===== src/rtl/uart_alu_pkg.sv =====
// Shared types and helpers for the framed UART-to-ALU packet controller.
package uart_alu_pkg;

    // Controller states. ST_SEND covers both the busy test and the guard cycle.
    typedef enum logic [3:0] {
        ST_LOCKED  = 4'd0,
        ST_HUNT    = 4'd1,
        ST_GET_OP  = 4'd2,
        ST_GET_A   = 4'd3,
        ST_GET_B   = 4'd4,
        ST_GET_CHK = 4'd5,
        ST_EXEC    = 4'd6,
        ST_CAPTURE = 4'd7,
        ST_ERR     = 4'd8,
        ST_SEND    = 4'd9
    } state_t;

    // Bit positions inside the response STATUS byte; [3:0] carry the ALU flags.
    localparam int STAT_OK  = 7;
    localparam int STAT_TO  = 6;
    localparam int STAT_PAR = 5;
    localparam int STAT_CHK = 4;

    localparam logic [7:0] SYNC_DEFAULT = 8'hA5;

    // XOR of the four bytes of a word; narrower operands are zero-extended first.
    function automatic logic [7:0] xor_fold(input logic [31:0] v);
        return v[31:24] ^ v[23:16] ^ v[15:8] ^ v[7:0];
    endfunction

endpackage


===== src/rtl/pkt_timeout_ctr.sv =====
// Inter-byte cycle counter: clear wins over enable, expired holds until cleared.
module pkt_timeout_ctr #(
    parameter int LIMIT = 1000000
) (
    input  logic clk,
    input  logic reset,
    input  logic clr,
    input  logic en,
    output logic expired
);
    localparam int CW = $clog2(LIMIT + 1);

    logic [CW-1:0] cnt;

    // Count enabled cycles since the last clear, saturating at the expire point.
    always_ff @(posedge clk or negedge reset) begin
        if (!reset)
            cnt <= '0;
        else if (clr)
            cnt <= '0;
        else if (en && !expired)
            cnt <= cnt + CW'(1);
    end

    assign expired = (cnt == CW'(LIMIT - 1));

endmodule


===== src/rtl/uart_alu_pkt_ctrl.sv =====
// Framed UART command controller: parses SYNC/OP/A/B/CHK packets, drives an
// external combinational ALU and returns STATUS/RESULT/RCHK responses.
module uart_alu_pkt_ctrl
    import uart_alu_pkg::*;
#(
    parameter int         DATA_W      = 16,
    parameter int         OP_W        = 4,
    parameter logic [7:0] SYNC_BYTE   = SYNC_DEFAULT,
    parameter int         TIMEOUT_CYC = 1000000
) (
    input  logic              clk,
    input  logic              reset,
    input  logic [7:0]        rx_data,
    input  logic              rx_valid,
    input  logic              rx_parity_err,
    input  logic              auth,
    output logic [DATA_W-1:0] alu_a,
    output logic [DATA_W-1:0] alu_b,
    output logic [OP_W-1:0]   alu_sel,
    input  logic [DATA_W-1:0] alu_result,
    input  logic [3:0]        alu_flags,
    output logic [7:0]        tx_data,
    output logic              tx_start,
    input  logic              tx_busy,
    output logic              busy,
    output logic              pkt_ok,
    output logic              pkt_err
);
    localparam int NB    = DATA_W / 8;
    localparam int IDX_W = 3;   // covers operand index NB-1 and response index NB+2

    state_t            state;
    logic [DATA_W-1:0] sh_a, sh_b;
    logic [OP_W-1:0]   sh_sel;
    logic [7:0]        chk_acc;
    logic [IDX_W-1:0]  idx;
    logic              guard;
    logic [2:0]        err_bits;     // {timeout, parity, checksum}
    logic [7:0]        resp_status;
    logic [DATA_W-1:0] resp_result;

    logic              in_get;
    logic              tmo_expired;
    logic [7:0]        cap_status;
    logic [7:0]        err_status;
    logic [7:0]        cur_byte;
    logic [DATA_W-1:0] shifted;

    // Timeout runs only while a packet body is being collected.
    assign in_get = (state == ST_GET_OP) || (state == ST_GET_A) ||
                    (state == ST_GET_B)  || (state == ST_GET_CHK);

    pkt_timeout_ctr #(.LIMIT(TIMEOUT_CYC)) u_tmo (
        .clk     (clk),
        .reset   (reset),
        .clr     (rx_valid || !in_get),
        .en      (in_get),
        .expired (tmo_expired)
    );

    // STATUS bytes for the success and error paths, built from current inputs/flags.
    always_comb begin
        cap_status           = '0;
        cap_status[STAT_OK]  = 1'b1;
        cap_status[3:0]      = alu_flags;
        err_status           = '0;
        err_status[STAT_TO]  = err_bits[2];
        err_status[STAT_PAR] = err_bits[1];
        err_status[STAT_CHK] = err_bits[0];
    end

    // Response byte selected by idx: STATUS, result bytes MSB first, then RCHK.
    always_comb begin
        shifted  = '0;
        cur_byte = resp_status;
        if (idx != '0 && idx <= IDX_W'(NB)) begin
            shifted  = resp_result >> (8 * (NB - int'(idx)));
            cur_byte = shifted[7:0];
        end else if (idx > IDX_W'(NB)) begin
            cur_byte = resp_status ^ xor_fold(32'(resp_result));
        end
    end

    // Main packet FSM; all outputs registered. Byte 0 of a response is launched
    // straight from CAPTURE/ERR so the first tx_start lands the cycle after.
    always_ff @(posedge clk or negedge reset) begin
        if (!reset) begin
            state       <= ST_LOCKED;
            sh_a        <= '0;
            sh_b        <= '0;
            sh_sel      <= '0;
            chk_acc     <= '0;
            idx         <= '0;
            guard       <= 1'b0;
            err_bits    <= '0;
            resp_status <= '0;
            resp_result <= '0;
            alu_a       <= '0;
            alu_b       <= '0;
            alu_sel     <= '0;
            tx_data     <= '0;
            tx_start    <= 1'b0;
            busy        <= 1'b0;
            pkt_ok      <= 1'b0;
            pkt_err     <= 1'b0;
        end else begin
            tx_start <= 1'b0;
            pkt_ok   <= 1'b0;
            pkt_err  <= 1'b0;

            if (!auth && state != ST_SEND) begin
                // Lock drops the packet in flight without any response.
                state <= ST_LOCKED;
                busy  <= 1'b0;
                guard <= 1'b0;
            end else begin
                case (state)
                    ST_LOCKED: state <= ST_HUNT;

                    ST_HUNT: begin
                        if (rx_valid && !rx_parity_err && rx_data == SYNC_BYTE) begin
                            busy  <= 1'b1;
                            state <= ST_GET_OP;
                        end
                    end

                    ST_GET_OP, ST_GET_A, ST_GET_B, ST_GET_CHK: begin
                        if (rx_valid && rx_parity_err) begin
                            err_bits <= 3'b010;
                            state    <= ST_ERR;
                        end else if (rx_valid) begin
                            // An arriving byte beats a same-cycle timeout.
                            case (state)
                                ST_GET_OP: begin
                                    sh_sel  <= rx_data[OP_W-1:0];
                                    chk_acc <= rx_data;
                                    idx     <= IDX_W'(NB - 1);
                                    state   <= ST_GET_A;
                                end
                                ST_GET_A: begin
                                    sh_a    <= (sh_a << 8) | DATA_W'(rx_data);
                                    chk_acc <= chk_acc ^ rx_data;
                                    if (idx == '0) begin
                                        idx   <= IDX_W'(NB - 1);
                                        state <= ST_GET_B;
                                    end else begin
                                        idx <= idx - IDX_W'(1);
                                    end
                                end
                                ST_GET_B: begin
                                    sh_b    <= (sh_b << 8) | DATA_W'(rx_data);
                                    chk_acc <= chk_acc ^ rx_data;
                                    if (idx == '0)
                                        state <= ST_GET_CHK;
                                    else
                                        idx <= idx - IDX_W'(1);
                                end
                                default: begin
                                    if (rx_data == chk_acc) begin
                                        state <= ST_EXEC;
                                    end else begin
                                        err_bits <= 3'b001;
                                        state    <= ST_ERR;
                                    end
                                end
                            endcase
                        end else if (tmo_expired) begin
                            err_bits <= 3'b100;
                            state    <= ST_ERR;
                        end
                    end

                    ST_EXEC: begin
                        alu_a   <= sh_a;
                        alu_b   <= sh_b;
                        alu_sel <= sh_sel;
                        state   <= ST_CAPTURE;
                    end

                    ST_CAPTURE, ST_ERR: begin
                        if (state == ST_CAPTURE) begin
                            resp_status <= cap_status;
                            resp_result <= alu_result;
                        end else begin
                            resp_status <= err_status;
                            resp_result <= '0;
                        end
                        state <= ST_SEND;
                        if (!tx_busy) begin
                            tx_data  <= (state == ST_CAPTURE) ? cap_status : err_status;
                            tx_start <= 1'b1;
                            idx      <= IDX_W'(1);
                            guard    <= 1'b1;
                        end else begin
                            idx   <= '0;
                            guard <= 1'b0;
                        end
                    end

                    ST_SEND: begin
                        if (guard) begin
                            // Guard cycle lets tx_busy rise before the next test.
                            guard <= 1'b0;
                            if (idx == IDX_W'(NB + 2)) begin
                                pkt_ok  <= resp_status[STAT_OK];
                                pkt_err <= !resp_status[STAT_OK];
                                busy    <= 1'b0;
                                state   <= auth ? ST_HUNT : ST_LOCKED;
                            end
                        end else if (!tx_busy) begin
                            tx_data  <= cur_byte;
                            tx_start <= 1'b1;
                            idx      <= idx + IDX_W'(1);
                            guard    <= 1'b1;
                        end
                    end

                    default: state <= ST_LOCKED;
                endcase
            end
        end
    end

endmodule


===== config.mk =====
export PLATFORM = sky130hd
export DESIGN_NAME = uart_alu_pkt_ctrl
export DESIGN_NICKNAME = d
export VERILOG_FILES = /design/src/rtl/uart_alu_pkg.sv /design/src/rtl/pkt_timeout_ctr.sv /design/src/rtl/uart_alu_pkt_ctrl.sv
export SDC_FILE = /design/constraint.sdc
export NUM_CORES = 1
export LEC_CHECK = 0
export ABC_AREA = 1
export BUFFER_PORTS_ARGS = -buffer_cell sky130_fd_sc_hd__clkbuf_2
export CELL_PAD_IN_SITES_DETAIL_PLACEMENT = 1
export CELL_PAD_IN_SITES_GLOBAL_PLACEMENT = 1
export CORE_MARGIN = 3
export CORE_UTILIZATION = 30
export CTS_CLUSTER_DIAMETER = 40
export CTS_CLUSTER_SIZE = 20
export DETAILED_ROUTE_END_ITERATION = 10
export PLACE_DENSITY = 0.59
export SYNTH_ARGS = -nofsm -noshare
export SYNTH_HDL_FRONTEND = slang
export SYNTH_SLANG_ARGS = --single-unit

===== constraint.sdc =====
create_clock -name clk -period 2.5 [get_ports clk]
set_clock_uncertainty 0.2 [all_clocks]
set_input_delay 0.25 -clock clk [delete_from_list [all_inputs] [get_ports clk]]
set_output_delay 0.25 -clock clk [all_outputs]
set_load 0.01 [all_outputs]

# After elaboration in Yosys (flattened, before gate mapping)

Index checks and enable logic that the tools add are counted.

Add/subtract/negate cells: 4
$lt $le $gt $ge: 2
Equal/unequal tests: 29
Shift-type cells: 1
Muxes and demuxes: 57
Bitwise operators: 7
Reductions and logical operators: 40

Operator list:

| operator                                       | number |
|---|---|
| 2-to-1 mux 8 bit                               | 6 |
| 2-to-1 mux 20 bit                              | 2 |
| 2-to-1 mux 4 bit                               | 10 |
| 2-to-1 mux 3 bit                               | 11 |
| bitwise OR 16 x 8 -> 16 bit                    | 2 |
| case mux 8 bit (2 select lines)                | 2 |
| right shift 16 x 32 -> 8 bit                   | 1 |
| AND reduction 5 bit                            | 6 |
| case mux 4 bit (6 select lines)                | 1 |
| XOR 8 bit                                      | 3 |
| adder 20 x 1 -> 20 bit (second input constant) | 1 |
| == test 20 bit (second input constant)         | 1 |
| 2-to-1 mux 1 bit                               | 18 |
| case mux 3 bit (3 select lines)                | 2 |
| == test 4 x 3 -> 1 bit (second input constant) | 4 |
| 2-to-1 mux 16 bit                              | 1 |
| != test 3 bit (second input constant)          | 5 |
| nonzero test 3 bit                             | 5 |
| != test 6 bit (second input constant)          | 2 |
| case mux 4 bit (3 select lines)                | 1 |
| != test 2 bit (second input constant)          | 5 |
| == test 4 x 2 -> 1 bit (second input constant) | 2 |
| == test 4 bit (second input constant)          | 2 |
| == test 8 bit                                  | 1 |
| 26 further kinds                               | 46 |

Flip-flop bits (word level): 147
Output and inout port bits: 48

# Logic depth before layout (Yosys ltp)

Gate-level depths: netlist of run 1.

Depth in word-level cells: 7
Mapped depth: 13
Depth with buffers taken out: 12

# Cells and area by module

Synthesis of run 1 repeated with hierarchy kept, for this count alone.

Cell total of the unflattened synthesis: 926
Area, all modules: 7637.3 um2

Modules (own cells, without submodules):

| module            | instances | cells an instance | area each (um2) | sequential area each (um2) |
|---|---|---|---|---|
| uart_alu_pkt_ctrl | 1         | 704               | 6206.0          | 3178.0 |
| pkt_timeout_ctr   | 1         | 222               | 1431.4          | 500.5 |

# Least setup slack after synthesis of run 1

OpenSTA, ideal clock, no wires.

Kind: reg-to-reg
From: reg idx[0]
To: reg tx_data[7]
Arrival time: 2.139 ns
Data required time: 2.223 ns
Slack: 0.084 ns
Stages on the path, launching flop included: 13
Path buffers: 2
Cells stage by stage: dfrtp_1 > clkbuf_1 > inv_1 > clkbuf_1 > ha_1 > nand2_1 > nand2_1 > clkinv_1 > a21oi_1 > o21ai_0 > o21ai_0 > nand2_1 > a21oi_1

Cells in the longest elaborated chain, start to end: 6

RTL lines:

| item                                                 | line                     | source |
|---|---|---|
| start, declared                                      | uart_alu_pkt_ctrl.sv:36  | `logic [IDX_W-1:0] idx;` |
| start signal, assigned                               | uart_alu_pkt_ctrl.sv:137 | `idx <= IDX_W'(NB - 1);` |
| start signal, assigned                               | uart_alu_pkt_ctrl.sv:144 | `idx <= IDX_W'(NB - 1);` |
| start signal, assigned                               | uart_alu_pkt_ctrl.sv:147 | `idx <= idx - IDX_W'(1);` |
| subtractor 2 x 3 -> 4 bit (tied with other cells)    | uart_alu_pkt_ctrl.sv:77  | `shifted = resp_result >> (8 * (NB - int'(idx)));` |
| right shift 16 x 32 -> 8 bit (tied with other cells) | uart_alu_pkt_ctrl.sv:77  |  |
| 2-to-1 mux 8 bit (*)                                 | uart_alu_pkt_ctrl.sv:76  | `if (idx != '0 && idx <= IDX_W'(NB)) begin` |
| 2-to-1 mux 8 bit (*)                                 | uart_alu_pkt_ctrl.sv:210 | `end else if (!tx_busy) begin` |
| 2-to-1 mux 8 bit (*)                                 | uart_alu_pkt_ctrl.sv:201 | `if (guard) begin` |
| case mux 8 bit (2 select lines) (*)                  | uart_alu_pkt_ctrl.sv:117 | `case (state)` |
| end signal, assigned                                 | uart_alu_pkt_ctrl.sv:190 | `tx_data <= (state == ST_CAPTURE) ? cap_status : err_status;` |
| end signal, assigned                                 | uart_alu_pkt_ctrl.sv:211 | `tx_data <= cur_byte;` |
| end, declared                                        | uart_alu_pkt_ctrl.sv:22  | `output logic [7:0] tx_data,` |

Mark *: on every way between the ends. The rest lies on a longest branch, timed or not. The select of a mux whose other input is x is not followed.
A chain may end at the register's enable or synchronous reset.

# Final worst setup path of run 1

Ends and elaborated chain as after synthesis.

==> results of run 1 <==
## report_power, final
part	switching (mW)	internal, mW
combinational	1.35	0.720
clock	1.22	1.54
sequential	0.326	2.82
total	2.90	5.08
## per-layer routing
layer	vias to the layer above	wire length, um	track usage
met5	-	0	0
met4	0	178	0.0358
met3	16	559	0.0349
met2	78	9380	0.262
met1	2883	9760	0.220
li1	3018	-	-
## state kept, by name, indices dropped and copies added, names as in the netlist, 3 cells and up
name and flops:
alu_a 16, alu_b 16, alu_sel 4, chk_acc 8
err_bits 3, idx 3, resp_result 16, resp_status 8
sh_a 16, sh_b 16, sh_sel 4, state 4
tx_data 8, u_tmo.cnt 20
## how the worst max path moves through the flow
stage | start | end | slack, ns
3_5_place_dp | idx[0] | tx_data[7] | 0.25
3_3_place_gp | idx[1] | tx_data[7] | 0.33
6_report | idx[0] | tx_data[7] | 0.22
4_1_cts | idx[0] | tx_data[7] | 0.22
2_1_floorplan | idx[0] | tx_data[7] | 0.08
5_1_grt | idx[0] | tx_data[4] | 0.03
## metrics by stage
step	std cells	hold slack, ns	power, mW
floorplan	841	-0.246	4.45
global placement	1231	0.0480	5.22
detailed placement	1231	0.0538	5.24
CTS	1292	0.0211	8.08
global route	1292	0.0519	8.52
finish	1292	0.0343	7.98
## layout make-up
type / instances / area, um2
Fill cell: 2769 / 14000
Clock inverter: 15 / 205
Sequential cell: 147 / 3680
Clock buffer: 17 / 425
Inverter: 103 / 387
Multi-Input combinational cell: 564 / 2890
Timing Repair Buffer: 133 / 912
Tap cell: 313 / 392
## worst register-to-register path: stages (launching register included)
cell	delay [ns]
dfrtp_1	0.40
buf_4	0.17
inv_1	0.14
ha_1	0.22
nand2_1	0.14
nand2_1	0.13
clkinv_1	0.25
a21oi_1	0.19
o21ai_0	0.10
o21ai_0	0.08
nand2_1	0.08
a21oi_1	0.12
## cells in the final DEF, fill, tap and decap left out, drive strengths merged, types with 7 or more instances in the layout
master	netlist	layout
a21oi	26	26
buf	13	24
clkbuf	14	97
dfrtp	147	147
dlygate4sd3	0	29
inv	101	110
mux2	20	20
nand2	209	209
nand3	60	60
nand4	16	16
nor2	61	61
nor3	12	12
o211ai	7	7
o21ai	112	112
xor2	8	8
## logic make-up after synthesis
group / Yosys count
buf+inv: 130
compound gates: 167
mux: 20
simple gates: 360
flops: 147
fa+ha+maj: 6
xor+xnor: 11
## what timing repair did
item,CTS,global route
endpoints found under the hold margin,86,0
endpoints found under the setup margin,0,0
hold buffers,29,0
==> results.md, run 1 <==
- CTS tree: built
- Worst hold path type: in -> reg
- Initial antenna violation count: 0
- Most used DFF post-synth: dfrtp_1
- Reg clk slew, reported paths: 0.07 ns
- Final setup violation count: 0
- DR DRC count: 0
- Tot GR Track Use: 0.161
- TritonRoute pass-1 iters: 4
- Crit start category: flip-flop
- Post-Synth Adder-Cell Area: 0.0106
- Top cells by count, synth: 206 x nand2_1, 147 x dfrtp_1, 96 x inv_1
- Critical Path Max Stage Delay: 0.40 ns
- Final RePlAce weighted congestion: 0.842
- Yosys reg bits: 147
- Horiz. Die Dim: 160 um
- R2R Path Start: idx[0]
- Hold depth: 3
- Unique masters post-synth: 37
- CP most frequent cell: nand2_1
- Remaining global-route overflow: 0
- Count leader, synth: nand2_1
- Clock Path Buffers: 2
- Worst Reg-to-Reg Cells: 11
- CTS resizes: 0
- WHS Endpoint: sh_b[6]
- Cells after Synth: 841
- DR vias/cell: 4.64
- Hold Path Origin: rx_data[6]
- Final period util: 0.911
- Setup TNS: 0 ns
- Clk_lat worst skew: 0.43 ns
- Synthesized area: 0.00707 mm2
- Total number of vias: 5995
- Antenna-violating nets left: 0
- Pleak: 4.23 nW
- CP delay by family, top: buffers and inverters
- Synthesis warning total: 0
- Maximum fanout along the worst path: 10
- Total CTS buffers: 17
- Drt initial violations: 294
- Avg Inst Size Synth: 8.41 um2
- VDD IR max: 0.391 mV
- First-pass GRT wire length: 33300 um
- Worst EP required: 2.66 ns
- Post-synth ARST share: 1.00
- Reg2reg end: tx_data[7]
- Max_cap viols: 0
- # diodes: 0
- Simple-gate share of the synthesized area: 0.221
- Post-synthesis sequential area ratio: 0.520
- IO buf count: 81
- I/O pin cnt: 82
- Worst setup margin: 0.223 ns
- Crit path time final: 2.28 ns
- Worst path bufs/invs: 3
- FP Rows: 55
- Finished Cell Area: 0.00888 mm2
- Avg WL per Cell: 15.4 um
- WP data arrival: 2.44 ns
- Die ar.: 0.0255 mm2
- Post-Route Utilization: 0.388
- Post-synthesis compound-gate area fraction: 0.130
- Area growth syn-to-layout: 25.6%
- Syn_nets: 881
- FMAX: 439 MHz
- CTS sink count: 147
- Placed standard-cell area: 0.00796 mm2
- Top cells by area, synth: dfrtp_1 52%, nand2_1 11%, o21ai_0 6.4%, inv_1 5.1%, nand3_1 4.2%
- Slew margin rel.: 0.626
- Xor/xnor cell area share of the yosys netlist: 0.0136
- Synth area leader: dfrtp_1
- Levels on crit path: 11
- Largest net degree at the start of global routing: 54
- Setup bufs post-CTS: 0
- Mux cell area share after synthesis: 0.0318
- Pre-CTS setup slack: 0.254 ns
- Status: finished, final reports clean
- Wirelength, routed: 19900 um
- Cell Pwr Density: 898 mW/mm2
- Die height: 160 um
- Top cell type's share of synthesized area: 0.520
- Worst-path cell chain: buf_4, inv_1, ha_1, nand2_1, nand2_1, clkinv_1, a21oi_1, o21ai_0, o21ai_0, nand2_1, a21oi_1
- Post-synth EDFFs: 0
- Root buffer cell: clkbuf_16
- Hpwl dp: 14500 um
- Vias in the first global route: 6216
- Crit Path Class: reg -> reg
- Slowest cell on crit path: dfrtp_1
- Initial Utilization: 0.309
- Core area: 0.0229 mm2
- Layout cell share with drive strength beyond 1: 0.182
- Final hold vios: 0
- NumNets Final: 1006
- Worst setup EP type: flip-flop
- Flop2flop setup slack: 0.22 ns
- RSZ-0062 raised after global routing: false
- Worst-Margin Slew: 0.561 ns
- Main combinational cell family by area after synthesis: simple AND/OR/NAND/NOR gates
- Slew Viols, Final: 0
- H-Tree Level Count: 4
No activity file was read; power rests on OpenSTA's default activity.
==> run 2, diff against run 1 <==
--- a/config.mk
+++ b/config.mk
@@ -5,7 +5,6 @@
 export SDC_FILE = /design/constraint.sdc
 export NUM_CORES = 1
 export LEC_CHECK = 0
-export ABC_AREA = 1
 export BUFFER_PORTS_ARGS = -buffer_cell sky130_fd_sc_hd__clkbuf_2
 export CELL_PAD_IN_SITES_DETAIL_PLACEMENT = 1
 export CELL_PAD_IN_SITES_GLOBAL_PLACEMENT = 1
@@ -14,7 +13,7 @@
 export CTS_CLUSTER_DIAMETER = 40
 export CTS_CLUSTER_SIZE = 20
 export DETAILED_ROUTE_END_ITERATION = 10
-export PLACE_DENSITY = 0.59
+export PLACE_DENSITY = 0.56
 export SYNTH_ARGS = -nofsm -noshare
 export SYNTH_HDL_FRONTEND = slang
 export SYNTH_SLANG_ARGS = --single-unit
==> results.md, run 2 <==
- Status: finished, final reports clean
- Worst EP required: 2.63 ns (-0.03 ns)
- Post-synth EDFFs: 0 (unchanged)
- Placed cell count: 1021 (-17%)
- Worst hold path type: in -> reg
- Maximum fanout along the worst path: 11 (+1)
- Layout cell share with drive strength beyond 1: 0.317 (+0.135)
- Total CTS buffers: 17 (unchanged)
- WP data arrival: 2.48 ns (+0.04 ns)
- Cell Pwr Density: 902 mW/mm2 (+0.45%)
- I/O pin cnt: 82 (unchanged)
- Avg Inst Size Synth: 11.4 um2 (+35%)
- Crit Path Class: reg -> reg
- Synthesis warning total: 0 (unchanged)
- Vias in the first global route: 5881 (-5.4%)
- Top cells by area, synth: dfrtp_1 52%, mux2_2 11%, a22o_1 2.7%, xnor2_1 2.6%, mux2i_1 2.5%
- Largest net degree at the start of global routing: 80 (+48%)
- H-Tree Level Count: 4 (unchanged)
- Worst setup margin: 0.147 ns (-0.0755 ns)
- Yosys reg bits: 147 (unchanged)
- Non-Filler Instances: 1079 (-16%)
- Fill count: 2561 (-7.5%)
- R2R Path Start: state[2]
- Root buffer cell: clkbuf_16
- Post-Route Utilization: 0.389 (+0.00151)
- Most used DFF post-synth: dfrtp_1
- Finished Cell Area: 0.00895 mm2 (+0.69%)
- NumNets Final: 793 (-21%)
- # diodes: 0 (unchanged)
- TritonRoute pass-1 iters: 4 (unchanged)
- Reg2reg end: state[1]
- WHS Endpoint: sh_a[6]
- Top cells by count, synth: 147 x dfrtp_1, 72 x mux2_2, 40 x nor2_1
- Worst-Margin Slew: 0.942 ns (+0.381 ns)
- Commonest non-fill, non-tap cells in the layout: 147 x dfrtp_1, 80 x clkbuf_2, 72 x mux2_2, 40 x nor2_1
- Hpwl dp: 13000 um (-10%)
- Synthesized area: 0.00713 mm2 (+0.81%)
- Area occupied by registers: 0.00368 mm2 (unchanged)
- Flip-flop count of the largest register after layout: 20 (unchanged)
- Synth area leader: dfrtp_1
- Top cell type's share of synthesized area: 0.516 (-0.00420)
- Crit path time final: 2.35 ns (+0.0755 ns)
- Slew Viols, Final: 0 (unchanged)
- Antenna-violating nets left: 0 (unchanged)
- Crit start category: flip-flop
- Tot GR Track Use: 0.151 (-0.0104)
- CTS sink count: 147 (unchanged)
- Wirelength, routed: 18700 um (-6.1%)
- Horiz. Die Dim: 160 um (+0.39%)
- Flop2flop setup slack: 0.15 ns (-0.08 ns)
- Unique masters post-synth: 69 (+86%)
- Final RePlAce weighted congestion: 0.789 (-6.2%)
- CTS tree: built
- Leading cell type in the layout, fill and taps excluded: dfrtp_1
- Avg WL per Cell: 17.3 um (+12%)
- Worst setup EP type: flip-flop
- Final period util: 0.941 (+0.0302)
- Syn_nets: 667 (-24%)
- Pre-CTS setup slack: 0.149 ns (-0.106 ns)
- Die ar.: 0.0257 mm2 (+0.78%)
- First-pass GRT wire length: 31500 um (-5.4%)
- Slew margin rel.: 0.367 (-0.259)
- Max_cap viols: 0 (unchanged)
- VDD IR max: 0.446 mV (+14%)
- IO buf count: 81 (unchanged)
- Die height: 160 um (+0.39%)
- Worst Reg-to-Reg Cells: 5 (-6)
- Area growth syn-to-layout: 25.4%
- Initial antenna violation count: 0 (unchanged)
- Hold Path Origin: rx_data[6]
- Core area: 0.0230 mm2 (+0.30%)
- Drt initial violations: 230 (-22%)
- FP Rows: 55 (unchanged)
- Cells after Synth: 627 (-25%)
- Remaining global-route overflow: 0 (unchanged)
- Final setup violation count: 0 (unchanged)
- Biggest register: u_tmo.cnt
- Total number of vias: 5469 (-8.8%)
- Initial Utilization: 0.310 (+0.00158)
- FMAX: 425 MHz (-3.2%)
- Post-synthesis sequential area ratio: 0.516 (-0.00420)
- Post-synth ARST share: 1.00 (unchanged)
- DR DRC count: 0 (unchanged)
- Reg clk slew, reported paths: 0.07 ns (about the same)
- Placed standard-cell area: 0.00807 mm2 (+1.3%)
- Clk_lat worst skew: 0.44 ns (about the same)
- CP startpoint: state[2]
- Pleak: 4.14 nW (-2.0%)
- Count leader, synth: dfrtp_1
- Clock Path Buffers: 2 (unchanged)
- Multi-input gate area: 0.00324 mm2 (+12%)
- Final hold vios: 0 (unchanged)
- Hold depth: 2 (-1)
- DR vias/cell: 5.07 (+9.2%)
run 2: area by class of cell:
| cell class | instances | area share |
|---|---|---|
| flip-flops and latches | 147 | 0.411 |
| multi-input cells | 431 | 0.363 |
| repair buffers | 144 | 0.111 |
| clock buffers | 18 | 0.0480 |
| well taps | 313 | 0.0438 |
| clock inverters | 14 | 0.0180 |
| inverters | 12 | 0.00503 |
run 2: layer usage:
layer / vias up / GRT usage / part of all wire
li1: 2537 / - / -
met1: 2815 / 0.193 / 0.46
met2: 94 / 0.255 / 0.49
met3: 23 / 0.0332 / 0.036
met4: 0 / 0.0458 / 0.018
met5: - / 0 / 0
run 2: cell families after synthesis:
group,count (synthesis),synth area share
xor gates and xnor gates,29,0.0356
buffers and inverters,49,0.0332
AOI/OAI and AO/OA,142,0.139
adders and majority gates,6,0.0105
DFF,147,0.516
muxes,90,0.139
and+or+nand+nor,164,0.127
run 2: worst max path at each step:
stage	endpoint	slack, ns	depth (start not counted)
floorplan	sh_a[6]	0.37	6
global placement	state[2]	0.17	7
detailed placement	tx_data[2]	0.15	6
CTS	state[2]	0.13	7
global route	err_bits[1]	-0.01	5
finish	state[1]	0.15	5
run 2: worst max-delay path, cell delays in order (launching register included):
cell,delay (ns)
dfrtp_1,0.60
or3b_4,0.48
a2111oi_4,0.39
o31ai_2,0.17
and3_4,0.21
a32o_1,0.21
run 2: what timing repair did:
action / in CTS / in global routing
hold buffers: 25 / 0
resized for setup: 0 / 4
endpoints found under the setup margin: 0 / 6
endpoints found under the hold margin: 178 / 0
buffers inserted: 0 / 1
run 2: metrics by stage:
stage / hold slack, ns / setup TNS (ns) / power [mW]
6_report: 0.00859 / 0 / 8.07
5_1_grt: 0.0229 / -0.0131 / 8.60
4_1_cts: 0.00398 / 0 / 8.15
3_5_place_dp: -0.0851 / 0 / 5.53
3_3_place_gp: -0.0857 / 0 / 5.42
2_1_floorplan: -0.246 / 0 / 4.71
run 2: power by group:
| part | leakage, nW | total (mW) | internal, mW | switching, mW |
|---|---|---|---|---|
| registers | 1.99 | 3.23 | 2.82 | 0.405 |
| clock network | 0.285 | 2.55 | 1.34 | 1.21 |
| logic | 1.87 | 2.29 | 1.04 | 1.25 |
==> run 3, diff against run 2 <==
--- a/config.mk
+++ b/config.mk
@@ -13,6 +13,7 @@
 export CTS_CLUSTER_DIAMETER = 40
 export CTS_CLUSTER_SIZE = 20
 export DETAILED_ROUTE_END_ITERATION = 10
+export MAX_ROUTING_LAYER = met4
 export PLACE_DENSITY = 0.56
 export SYNTH_ARGS = -nofsm -noshare
 export SYNTH_HDL_FRONTEND = slang
==> results.md, run 3 (synthesis results as in run 2) <==
- Area growth syn-to-layout: 25.4% (unchanged)
- Initial Utilization: 0.310 (unchanged)
- Commonest non-fill, non-tap cells in the layout: 147 x dfrtp_1, 80 x clkbuf_2, 72 x mux2_2, 40 x nor2_1
- Slew Viols, Final: 0 (unchanged)
- Avg WL per Cell: 17.3 um (about the same)
- H-Tree Level Count: 4 (unchanged)
- Non-Filler Instances: 1079 (unchanged)
- FP Rows: 55 (unchanged)
- Setup TNS: 0 ns (unchanged)
- CP startpoint: state[2]
- Flip-flop count of the largest register after layout: 20 (unchanged)
- IO buf count: 81 (unchanged)
- Maximum fanout along the worst path: 11 (unchanged)
- Flop2flop setup slack: 0.15 ns (about the same)
- Final hold vios: 0 (unchanged)
- Critical Path End: state[1]
- Crit start category: flip-flop
- CTS sink count: 147 (unchanged)
- Pleak: 4.14 nW (unchanged)
- I/O pin cnt: 82 (unchanged)
- Pint: 5.20 mW (about the same)
- R2R Path Start: state[2]
- Placed cell count: 1021 (unchanged)
- Biggest register: u_tmo.cnt
- Drt initial violations: 217 (-5.7%)
- Vias in the first global route: 5875 (-0.10%)
- Crit Path Class: reg -> reg
- Fill count: 2561 (unchanged)
- Antenna-violating nets left: 0 (unchanged)
- NumNets Final: 793 (unchanged)
- Final RePlAce weighted congestion: 0.800 (+1.4%)
- Area occupied by registers: 0.00368 mm2 (unchanged)
- Core area: 0.0230 mm2 (unchanged)
- Layout cell share with drive strength beyond 1: 0.317 (unchanged)
- Hold Slack: 0.00830 ns (-0.000294 ns)
- Hold Path Origin: rx_data[6]
- Clk_lat worst skew: 0.44 ns (about the same)
- Comb pwr share: 0.284 (about the same)
- Slew margin rel.: 0.388 (+0.0215)
- TritonRoute pass-1 iters: 4 (unchanged)
- DR vias/cell: 5.06 (-0.22%)
- Die height: 160 um (unchanged)
- Tot GR Track Use: 0.155 (+0.00449)
- Max_cap viols: 0 (unchanged)
- Crit path time final: 2.35 ns (+0.000111 ns)
- Total number of vias: 5457 (-0.22%)
- DR DRC count: 0 (unchanged)
- Hpwl dp: 13000 um (unchanged)
- FMAX: 425 MHz (about the same)
- Remaining global-route overflow: 0 (unchanged)
- Status: finished, final reports clean
- Worst Reg-to-Reg Cells: 5 (unchanged)
- Worst hold path type: in -> reg
- Power share of the clock group: 0.315 (about the same)
- Cell Pwr Density: 901 mW/mm2 (about the same)
- Total power: 8.06 mW (about the same)
- Clock Path Buffers: 2 (unchanged)
- Worst setup EP type: flip-flop
- Worst EP required: 2.63 ns (about the same)
- Final setup violation count: 0 (unchanged)
- Worst-Margin Slew: 0.910 ns (-0.0320 ns)
- Die ar.: 0.0257 mm2 (unchanged)
- Total CTS buffers: 17 (unchanged)
- VDD IR max: 0.445 mV (-0.24%)
- Reg2reg end: state[1]
- Initial antenna violation count: 0 (unchanged)
- Switching pwr: 2.86 mW (-0.20%)
- First-pass GRT wire length: 31400 um (about the same)
- Reg clk slew, reported paths: 0.07 ns (about the same)
- WP data arrival: 2.48 ns (about the same)
- Largest net degree at the start of global routing: 80 (unchanged)
- Multi-input gate area: 0.00324 mm2 (unchanged)
- # diodes: 0 (unchanged)
- CTS tree: built
- Root buffer cell: clkbuf_16
- Wirelength, routed: 18600 um (about the same)
- Flop pwr share: 0.400 (about the same)
- Horiz. Die Dim: 160 um (unchanged)
- Post-Route Utilization: 0.389 (unchanged)
- Switching Fraction: 0.355 (-0.000454)
- Leading cell type in the layout, fill and taps excluded: dfrtp_1
- Final period util: 0.941 (about the same)
## run 3: cell counts in the layout (fill, tap and decap cells not counted)
Identical to the previous run, type by type.
## run 3: stage by stage
step | setup WS, ns | instance area, um2
3_5_place_dp | 0.149 | 8070
6_report | 0.147 | 8950
2_1_floorplan | 0.371 | 7130
3_3_place_gp | 0.170 | 8070
4_1_cts | 0.130 | 8910
5_1_grt | -0.0132 | 8950
## run 3: how the worst min path moves through the flow
stage / to / slack (ns) / cells after the start
after global routing: sh_b[6] / 0.02 / 2
final: sh_a[6] / 0.008 / 2
after detailed placement: u_tmo.cnt[14] / -0.09 / 1
after global placement: state[3] / -0.09 / 1
after floorplan: alu_a[0] / -0.25 / 0
after CTS: sh_a[6] / 0.004 / 2
## run 3: power by group through the flow
stage,combinational [mW],clock (mW),sequential [mW]
global route,2.57,2.73,3.31
finish,2.29,2.54,3.23
CTS,2.30,2.62,3.24
global placement,2.18,0,3.25
detailed placement,2.25,0,3.28
floorplan,1.55,0,3.16
## run 3: cell type report
cell class                 instances  share of cell area
clock inverter                    14              0.0180
sequential                       147               0.411
clock buffer                      18              0.0480
tap                              313              0.0438
inverter                          12             0.00503
timing repair buffer             144               0.111
multi-input combinational        431               0.363
## run 3: timing repair
item                                    CTS  global route
hold buffers                             25             0
setup buffers                             0             1
resized for setup                         0             4
hold endpoints to repair                178             0
endpoints found under the setup margin    0             5
## run 3: critical path: stages, from the launching register on
cell	delay, ns
dfrtp_1	0.60
or3b_4	0.48
a2111oi_4	0.39
o31ai_2	0.17
and3_4	0.21
a32o_1	0.21
## run 3: per-layer routing
metal	GRT usage	vias up	wire length [um]
met4	0.0458	0	313
met3	0.0327	20	603
li1	-	2536	-
met2	0.254	89	9130
met5	-	-	0
met1	0.193	2812	8600
